**config.mk**
```make
export PLATFORM = sky130hd
export DESIGN_NAME = pzcorebus_response_filter
export DESIGN_NICKNAME = d
export VERILOG_FILES = /design/src/rtl/pzcorebus_pkg.sv /design/src/rtl/pzcorebus_response_filter_pkg.sv /design/src/rtl/pzcorebus_response_filter_entry.sv /design/src/rtl/pzcorebus_response_filter.sv
export SDC_FILE = /design/constraint.sdc
export NUM_CORES = 1
export LEC_CHECK = 0
export BUFFER_PORTS_ARGS = -buffer_cell sky130_fd_sc_hd__buf_2
export CAP_MARGIN = 40
export CORE_ASPECT_RATIO = 0.5
export CORE_MARGIN = 5
export CORE_UTILIZATION = 35
export DETAILED_ROUTE_END_ITERATION = 10
export PLACE_DENSITY = 0.79
export SYNTH_ARGS = -nofsm -noshare
export SYNTH_HDL_FRONTEND = slang
export SYNTH_SLANG_ARGS = --single-unit
```
**constraint.sdc**
```tcl
create_clock -name i_clk -period 5.5 [get_ports i_clk]
set_input_delay 1.65 -clock i_clk [delete_from_list [all_inputs] [get_ports i_clk]]
set_output_delay 1.65 -clock i_clk [all_outputs]
set_load 0.01 [all_outputs]
```
**src/rtl/pzcorebus_pkg.sv**
```systemverilog
// Minimal slice of the corebus package: command/response encodings and the
// posted/non-posted classification used by the response filter.
package pzcorebus_pkg;

    // Bit 2 of the command encoding marks commands that expect a response.
    typedef enum logic [2:0] {
        PZCOREBUS_NULL_COMMAND       = 3'b000,
        PZCOREBUS_WRITE              = 3'b001,
        PZCOREBUS_MESSAGE            = 3'b010,
        PZCOREBUS_BROADCAST          = 3'b011,
        PZCOREBUS_READ               = 3'b100,
        PZCOREBUS_WRITE_NON_POSTED   = 3'b101,
        PZCOREBUS_ATOMIC             = 3'b110,
        PZCOREBUS_MESSAGE_NON_POSTED = 3'b111
    } pzcorebus_command_type;

    typedef enum logic [1:0] {
        PZCOREBUS_NULL_RESPONSE      = 2'b00,
        PZCOREBUS_RESPONSE           = 2'b01,
        PZCOREBUS_RESPONSE_WITH_DATA = 2'b10
    } pzcorebus_response_type;

    function automatic logic is_posted_command(input pzcorebus_command_type cmd);
        return !cmd[2];
    endfunction

endpackage

```
**src/rtl/pzcorebus_response_filter_pkg.sv**
```systemverilog
// Shared types for the response filter: per-entry state and ID-to-index mapping.
package pzcorebus_response_filter_pkg;

    typedef enum logic {
        IDLE    = 1'b0,
        PENDING = 1'b1
    } entry_state_e;

    // IDs wider than 32 bits are not supported by this helper.
    function automatic int unsigned entry_index(
        input logic [31:0]  id,
        input int unsigned  index_width
    );
        return int'(id & ((32'd1 << index_width) - 32'd1));
    endfunction

endpackage

```
**src/rtl/pzcorebus_response_filter_entry.sv**
```systemverilog
// One tracked ID: IDLE/PENDING state flop plus, with
// PZCOREBUS_RESPONSE_FILTER_DRAIN_EN, a watchdog that abandons a stale entry.
module pzcorebus_response_filter_entry
    import pzcorebus_response_filter_pkg::*;
#(
    parameter int DRAIN_CYCLES = 1024
)(
    input  logic i_clk,
    input  logic i_rst,
    input  logic i_set,
    input  logic i_clear,
    output logic o_pending,
    output logic o_drain_fire
);

    if (DRAIN_CYCLES < 2) begin : g_bad_drain_cycles
        $error("DRAIN_CYCLES must be at least 2");
    end

    entry_state_e r_state;

    assign o_pending = (r_state == PENDING);

`ifdef PZCOREBUS_RESPONSE_FILTER_DRAIN_EN
    localparam int CNT_WIDTH = $clog2(DRAIN_CYCLES);

    logic [CNT_WIDTH-1:0] r_count;

    assign o_drain_fire = o_pending && (r_count == CNT_WIDTH'(DRAIN_CYCLES - 1));

    always_ff @(posedge i_clk or posedge i_rst) begin
        if (i_rst) begin
            r_count <= '0;
        end else if (i_set) begin
            r_count <= '0;
        end else if (o_pending) begin
            r_count <= r_count + CNT_WIDTH'(1);
        end
    end
`else
    assign o_drain_fire = 1'b0;
`endif

    // Set and clear are mutually exclusive: set needs IDLE, clear/fire need PENDING.
    always_ff @(posedge i_clk or posedge i_rst) begin
        if (i_rst) begin
            r_state <= IDLE;
        end else if (i_set) begin
            r_state <= PENDING;
        end else if (i_clear || o_drain_fire) begin
            r_state <= IDLE;
        end
    end

endmodule

```
**src/rtl/pzcorebus_response_filter.sv**
```systemverilog
// CSR-profile response filter: stalls reissue of pending IDs and drops stray
// responses. Optional watchdog: PZCOREBUS_RESPONSE_FILTER_DRAIN_EN.
module pzcorebus_response_filter
    import pzcorebus_pkg::*, pzcorebus_response_filter_pkg::*;
#(
    parameter int ENTRIES           = 4,
    parameter int ID_WIDTH          = 8,
    parameter int ADDR_WIDTH        = 16,
    parameter int DATA_WIDTH        = 32,
    parameter int STRAY_COUNT_WIDTH = 16,
    parameter int DRAIN_CYCLES      = 1024
)(
    input  logic                                  i_clk,
    input  logic                                  i_rst,
    input  logic [ID_WIDTH-1:0]                   i_base_id,
    input  logic                                  i_mcmd_valid,
    output logic                                  o_scmd_accept,
    input  logic [$bits(pzcorebus_command_type)-1:0]  i_mcmd,
    input  logic [ID_WIDTH-1:0]                   i_mid,
    input  logic [ADDR_WIDTH-1:0]                 i_maddr,
    input  logic [DATA_WIDTH-1:0]                 i_mdata,
    output logic                                  o_mcmd_valid,
    input  logic                                  i_scmd_accept,
    output logic [$bits(pzcorebus_command_type)-1:0]  o_mcmd,
    output logic [ID_WIDTH-1:0]                   o_mid,
    output logic [ADDR_WIDTH-1:0]                 o_maddr,
    output logic [DATA_WIDTH-1:0]                 o_mdata,
    input  logic                                  i_sresp_valid,
    output logic                                  o_mresp_accept,
    input  logic [$bits(pzcorebus_response_type)-1:0] i_sresp,
    input  logic [ID_WIDTH-1:0]                   i_sid,
    input  logic                                  i_serror,
    input  logic [DATA_WIDTH-1:0]                 i_sdata,
    output logic                                  o_sresp_valid,
    input  logic                                  i_mresp_accept,
    output logic [$bits(pzcorebus_response_type)-1:0] o_sresp,
    output logic [ID_WIDTH-1:0]                   o_sid,
    output logic                                  o_serror,
    output logic [DATA_WIDTH-1:0]                 o_sdata,
    output logic [$clog2(ENTRIES):0]              o_outstanding,
    output logic [STRAY_COUNT_WIDTH-1:0]          o_stray_count,
`ifdef PZCOREBUS_RESPONSE_FILTER_DRAIN_EN
    output logic                                  o_drain_timeout,
`endif
    output logic                                  o_stray
);

    localparam int INDEX_WIDTH = $clog2(ENTRIES);
    localparam int CW          = INDEX_WIDTH + 1;

    if ((ENTRIES < 2) || ((ENTRIES & (ENTRIES - 1)) != 0)) begin : g_bad_entries
        $error("ENTRIES must be a power of two of at least 2");
    end

    logic [ENTRIES-1:0]     w_pending;
    logic [ENTRIES-1:0]     w_drain_fire;
    logic [ENTRIES-1:0]     w_set;
    logic [ENTRIES-1:0]     w_clear;
    logic [ENTRIES-1:0]     w_forced;
    logic [CW-1:0]          w_forced_count;
    logic [INDEX_WIDTH-1:0] w_cmd_index;
    logic [INDEX_WIDTH-1:0] w_resp_index;
    logic                   w_cmd_posted;
    logic                   w_cmd_blocked;
    logic                   w_cmd_ack_np;
    logic                   w_base_match;
    logic                   w_owned;
    logic                   w_resp_ack_owned;
    logic                   w_stray_drop;
    logic                   w_unused;

    logic [CW-1:0]                r_outstanding;
    logic [STRAY_COUNT_WIDTH-1:0] r_stray_count;
    logic                         r_stray;

    assign w_unused = &{1'b0, i_base_id[INDEX_WIDTH-1:0]};

    // Command path
    assign w_cmd_index   = INDEX_WIDTH'(entry_index(32'(i_mid), INDEX_WIDTH));
    assign w_cmd_posted  = is_posted_command(pzcorebus_command_type'(i_mcmd));
    assign w_cmd_blocked = !w_cmd_posted && w_pending[w_cmd_index];
    assign o_mcmd_valid  = i_mcmd_valid && !w_cmd_blocked;
    assign o_scmd_accept = i_scmd_accept && !w_cmd_blocked;
    assign w_cmd_ack_np  = o_mcmd_valid && i_scmd_accept && !w_cmd_posted;
    assign o_mcmd        = i_mcmd;
    assign o_mid         = i_mid;
    assign o_maddr       = i_maddr;
    assign o_mdata       = i_mdata;

    // Response path
    assign w_resp_index     = INDEX_WIDTH'(entry_index(32'(i_sid), INDEX_WIDTH));
    assign w_base_match     = (i_sid[ID_WIDTH-1:INDEX_WIDTH] == i_base_id[ID_WIDTH-1:INDEX_WIDTH]);
    assign w_owned          = w_base_match && w_pending[w_resp_index];
    assign o_sresp_valid    = i_sresp_valid && w_owned;
    assign o_mresp_accept   = w_owned ? i_mresp_accept : 1'b1;
    assign w_resp_ack_owned = i_sresp_valid && w_owned && i_mresp_accept;
    assign w_stray_drop     = i_sresp_valid && !w_owned;
    assign o_sresp          = i_sresp;
    assign o_sid            = i_sid;
    assign o_serror         = i_serror;
    assign o_sdata          = i_sdata;

    always_comb begin
        w_set          = '0;
        w_clear        = '0;
        w_forced_count = '0;
        for (int unsigned k = 0; k < ENTRIES; k++) begin
            w_set[k]   = w_cmd_ack_np && (w_cmd_index == INDEX_WIDTH'(k));
            w_clear[k] = w_resp_ack_owned && (w_resp_index == INDEX_WIDTH'(k));
        end
        // An owned ack wins over a watchdog force on the same edge.
        w_forced = w_drain_fire & ~w_clear;
        for (int unsigned k = 0; k < ENTRIES; k++) begin
            w_forced_count = w_forced_count + CW'(w_forced[k]);
        end
    end

    for (genvar g = 0; g < ENTRIES; g++) begin : g_entry
        pzcorebus_response_filter_entry #(
            .DRAIN_CYCLES (DRAIN_CYCLES)
        ) u_entry (
            .i_clk        (i_clk),
            .i_rst        (i_rst),
            .i_set        (w_set[g]),
            .i_clear      (w_clear[g]),
            .o_pending    (w_pending[g]),
            .o_drain_fire (w_drain_fire[g])
        );
    end

    always_ff @(posedge i_clk or posedge i_rst) begin
        if (i_rst) begin
            r_outstanding <= '0;
            r_stray_count <= '0;
            r_stray       <= 1'b0;
        end else begin
            r_outstanding <= r_outstanding + CW'(w_cmd_ack_np)
                           - CW'(w_resp_ack_owned) - w_forced_count;
            r_stray       <= w_stray_drop;
            if (w_stray_drop && (r_stray_count != '1)) begin
                r_stray_count <= r_stray_count + STRAY_COUNT_WIDTH'(1);
            end
        end
    end

`ifdef PZCOREBUS_RESPONSE_FILTER_DRAIN_EN
    logic r_drain_timeout;

    always_ff @(posedge i_clk or posedge i_rst) begin
        if (i_rst) begin
            r_drain_timeout <= 1'b0;
        end else begin
            r_drain_timeout <= |w_forced;
        end
    end

    assign o_drain_timeout = r_drain_timeout;
`endif

    assign o_outstanding = r_outstanding;
    assign o_stray_count = r_stray_count;
    assign o_stray       = r_stray;

endmodule

```
==> flow_summary.ini <==
[final_layout]
seqCellArea_um2 = 601
multiInputGateArea_um2 = 772
final_core_util_pct = 31.7
num_antenna_cells = 0
fill_cells = 627
mostFrequentLayoutCell = buf_2
drive_gt1_share_pct = 40.0
mostFrequentLayoutCells = buf_2 (57), dfrtp_1 (24), nand4_1 (14)
area_growth_pct = -12.2
fin_nets = 311

[global_route]
grt_max_degree = 19
gr-usage-all-layers_pct = 12.2
grt_pass1_vias = 1322
grt_pass1_wl_um = 7720
grt_overflow_total = 0
antenna_found_initial = 0

[timing]
report.final.slew_viol_count = 0
fin_setup_tns_ns = 0
maxSlewHeadroom_pct = 68.4
rsz0062_at_grt = false
max_freq_mhz = 218
skew_ns = 0.00208
hold_viol_final = 0
worst_pin_slew_ns = 0.473
finalCritPeriodShare_pct = 83.6
setup_viol = 0
post-route-min-period_ns = 4.60

[synthesis]
syn_inst = 234
synth-main-ff-cell = dfrtp_1
syn_area_mm2 = 0.00219
ys_ff_latch = 24
synthArstFlopShare_pct = 100
synth-edff-count = 0
avgSynthCellArea_um2 = 9.38
ys_seq_area_share_pct = 27.4
ys_types = 34
synth_nets = 354
yosysWarnings = 0

[detailed_routing]
vias_per_cell = 4.76
ant_nets = 0
post_drt_wl_per_cell_um = 19.0
drt-total-wl_um = 5280
drc_errors = 0
via_count = 1323
dr.pass1.iters = 4
drtIter0Drc = 162

[critical_path]
crit_path_start = i_sid[0]
r2r_end = o_outstanding[2]
cp_max_fo = 18
cpPeakStageDelay_ns = 0.39
slowest_stage = nor2_4
worstSetupStartpointType = input pin
crit_required_ns = 3.85
criticalPathCategory = input pin to output port
crit_arrival_ns = 2.95
r2r-start = g_entry[3].u_entry.o_pending
rrSetupSlack_ns = 2.85
path_cells = buf_2, mux4_2, nand3_2, nor2_4, and2_1, buf_2
crit_path_end = o_sresp_valid
crit_path_frequent_cell = buf_2
rr_worst_depth = 10
worstSetupEndpointType = output port

[flow_run]
maxCapViolations = 0

[clock_tree]
cts_num_sinks = 24
cts_setup_buffers = 0
cts_made_buffers = 3
tritoncts = built
clkTransAtPathRegs_ns = 0.06
h-tree-depth = 1
clockBufferDepth = 2
cts_resized = 0
ctsHoldBuffers = 0
clk_latency_ns = 0.26
cts-root-buf = clkbuf_16

[placement]
gp_routability_congestion = 0.807
post-dp-hpwl_um = 4370
io_buffers = 57

[power_and_ir_drop]
p_leak_nw = 0.892
p_total_mw = 0.666
power_density_mw_per_mm2 = 345
ir_worst_vdd_mv = 0.100

[die]
io_pins = 242
core.rowCount = 20
dieArea_mm2 = 0.00805
die_y_um = 66.0
core_mm2 = 0.00608
die_x_um = 122
start_util_pct = 36.1

[outcome]
outcome = completed

[worst_hold_path]
min_path_type = flip-flop to flip-flop
## worst max-delay path: cells and delay by family
family / cells / cell delay (ns)
muxes: 1 / 0.36
and+or+nand+nor: 3 / 0.67
buffers and inverters: 2 / 0.26
## where the power goes
group          leakage, nW  switching [mW]  internal, mW
clock network       0.0511          0.0616         0.145
registers            0.294          0.0509         0.220
logic                0.547          0.0970        0.0918
total                0.892           0.209         0.456
## through the flow
stage	hold WS, ns	setup WS [ns]	area, um2	instances
finish	0.500	0.904	1930	278
CTS	0.496	0.899	1930	278
floorplan	0.482	1.25	2190	234
global route	0.507	0.823	1930	278
global placement	0.479	0.913	1790	273
detailed placement	0.486	0.925	1820	274
## worst min path at each step
stage / cells past startpoint / startpoint / endpoint / slack, ns
after floorplan: 1 / g_entry[2].u_entry.o_pending / g_entry[2].u_entry.o_pending / 0.48
after global placement: 1 / o_stray_count[11] / o_stray_count[11] / 0.48
after detailed placement: 1 / o_stray_count[11] / o_stray_count[11] / 0.49
after CTS: 1 / o_stray_count[11] / o_stray_count[11] / 0.50
after global routing: 1 / o_stray_count[11] / o_stray_count[11] / 0.51
final: 1 / o_stray_count[11] / o_stray_count[11] / 0.50
## area by class of cell
class	count	share of cell area, %
clock inverter	1	1.56
inverter	7	1.36
tap	88	5.71
clock buffer	3	3.90
timing repair buffer	58	16.2
multi-input combinational	97	40.1
sequential	24	31.2
## logic make-up (layout without fill, tap and decap cells)
group,count (synthesis),in the layout,share of synthesized area [%]
compound gates,8,8,2.28
mux,4,4,3.08
simple gates,59,59,18.4
fa+ha+maj,4,4,2.62
xor+xnor,22,22,8.78
flops,24,24,27.4
buf+inv,113,69,37.5
## cells in the mapped netlist (2+ instances only)
| master | number | share of area [%] |
|---|---|---|
| clkbuf_1 | 2 | 0.34 |
| and2_1 | 3 | 0.86 |
| buf_4 | 102 | 35 |
| buf_6 | 2 | 1.0 |
| dfrtp_1 | 24 | 27 |
| nor3b_1 | 6 | 2.1 |
| xor2_1 | 10 | 4.0 |
| xnor2_1 | 12 | 4.8 |
| mux4_2 | 2 | 2.1 |
| nor2_1 | 7 | 1.2 |
| ha_1 | 3 | 1.7 |
| a41oi_1 | 2 | 0.80 |
| nor3_2 | 3 | 1.4 |
| nand4_1 | 14 | 4.0 |
| nand2_1 | 5 | 0.86 |
| nand4b_1 | 3 | 1.2 |
| inv_1 | 7 | 1.2 |
| a21oi_1 | 4 | 0.91 |
| nand3_1 | 6 | 1.4 |
| and3_1 | 2 | 0.57 |
| a31oi_1 | 2 | 0.57 |
## sequential cells by signal (all words and copies together), names as in the netlist
signal / flops
g_entry.u_entry.o_pending: 4
o_outstanding: 3
o_stray: 1
o_stray_count: 16
## metal layers
metal | part of all wire (%) | GRT usage [%]
met3 | 17 | 8.89
met5 | 0 | 0
met2 | 55 | 23.2
met4 | 1.2 | 3.07
met1 | 27 | 10.2
Note: power is estimated with default switching activity, not from simulation.
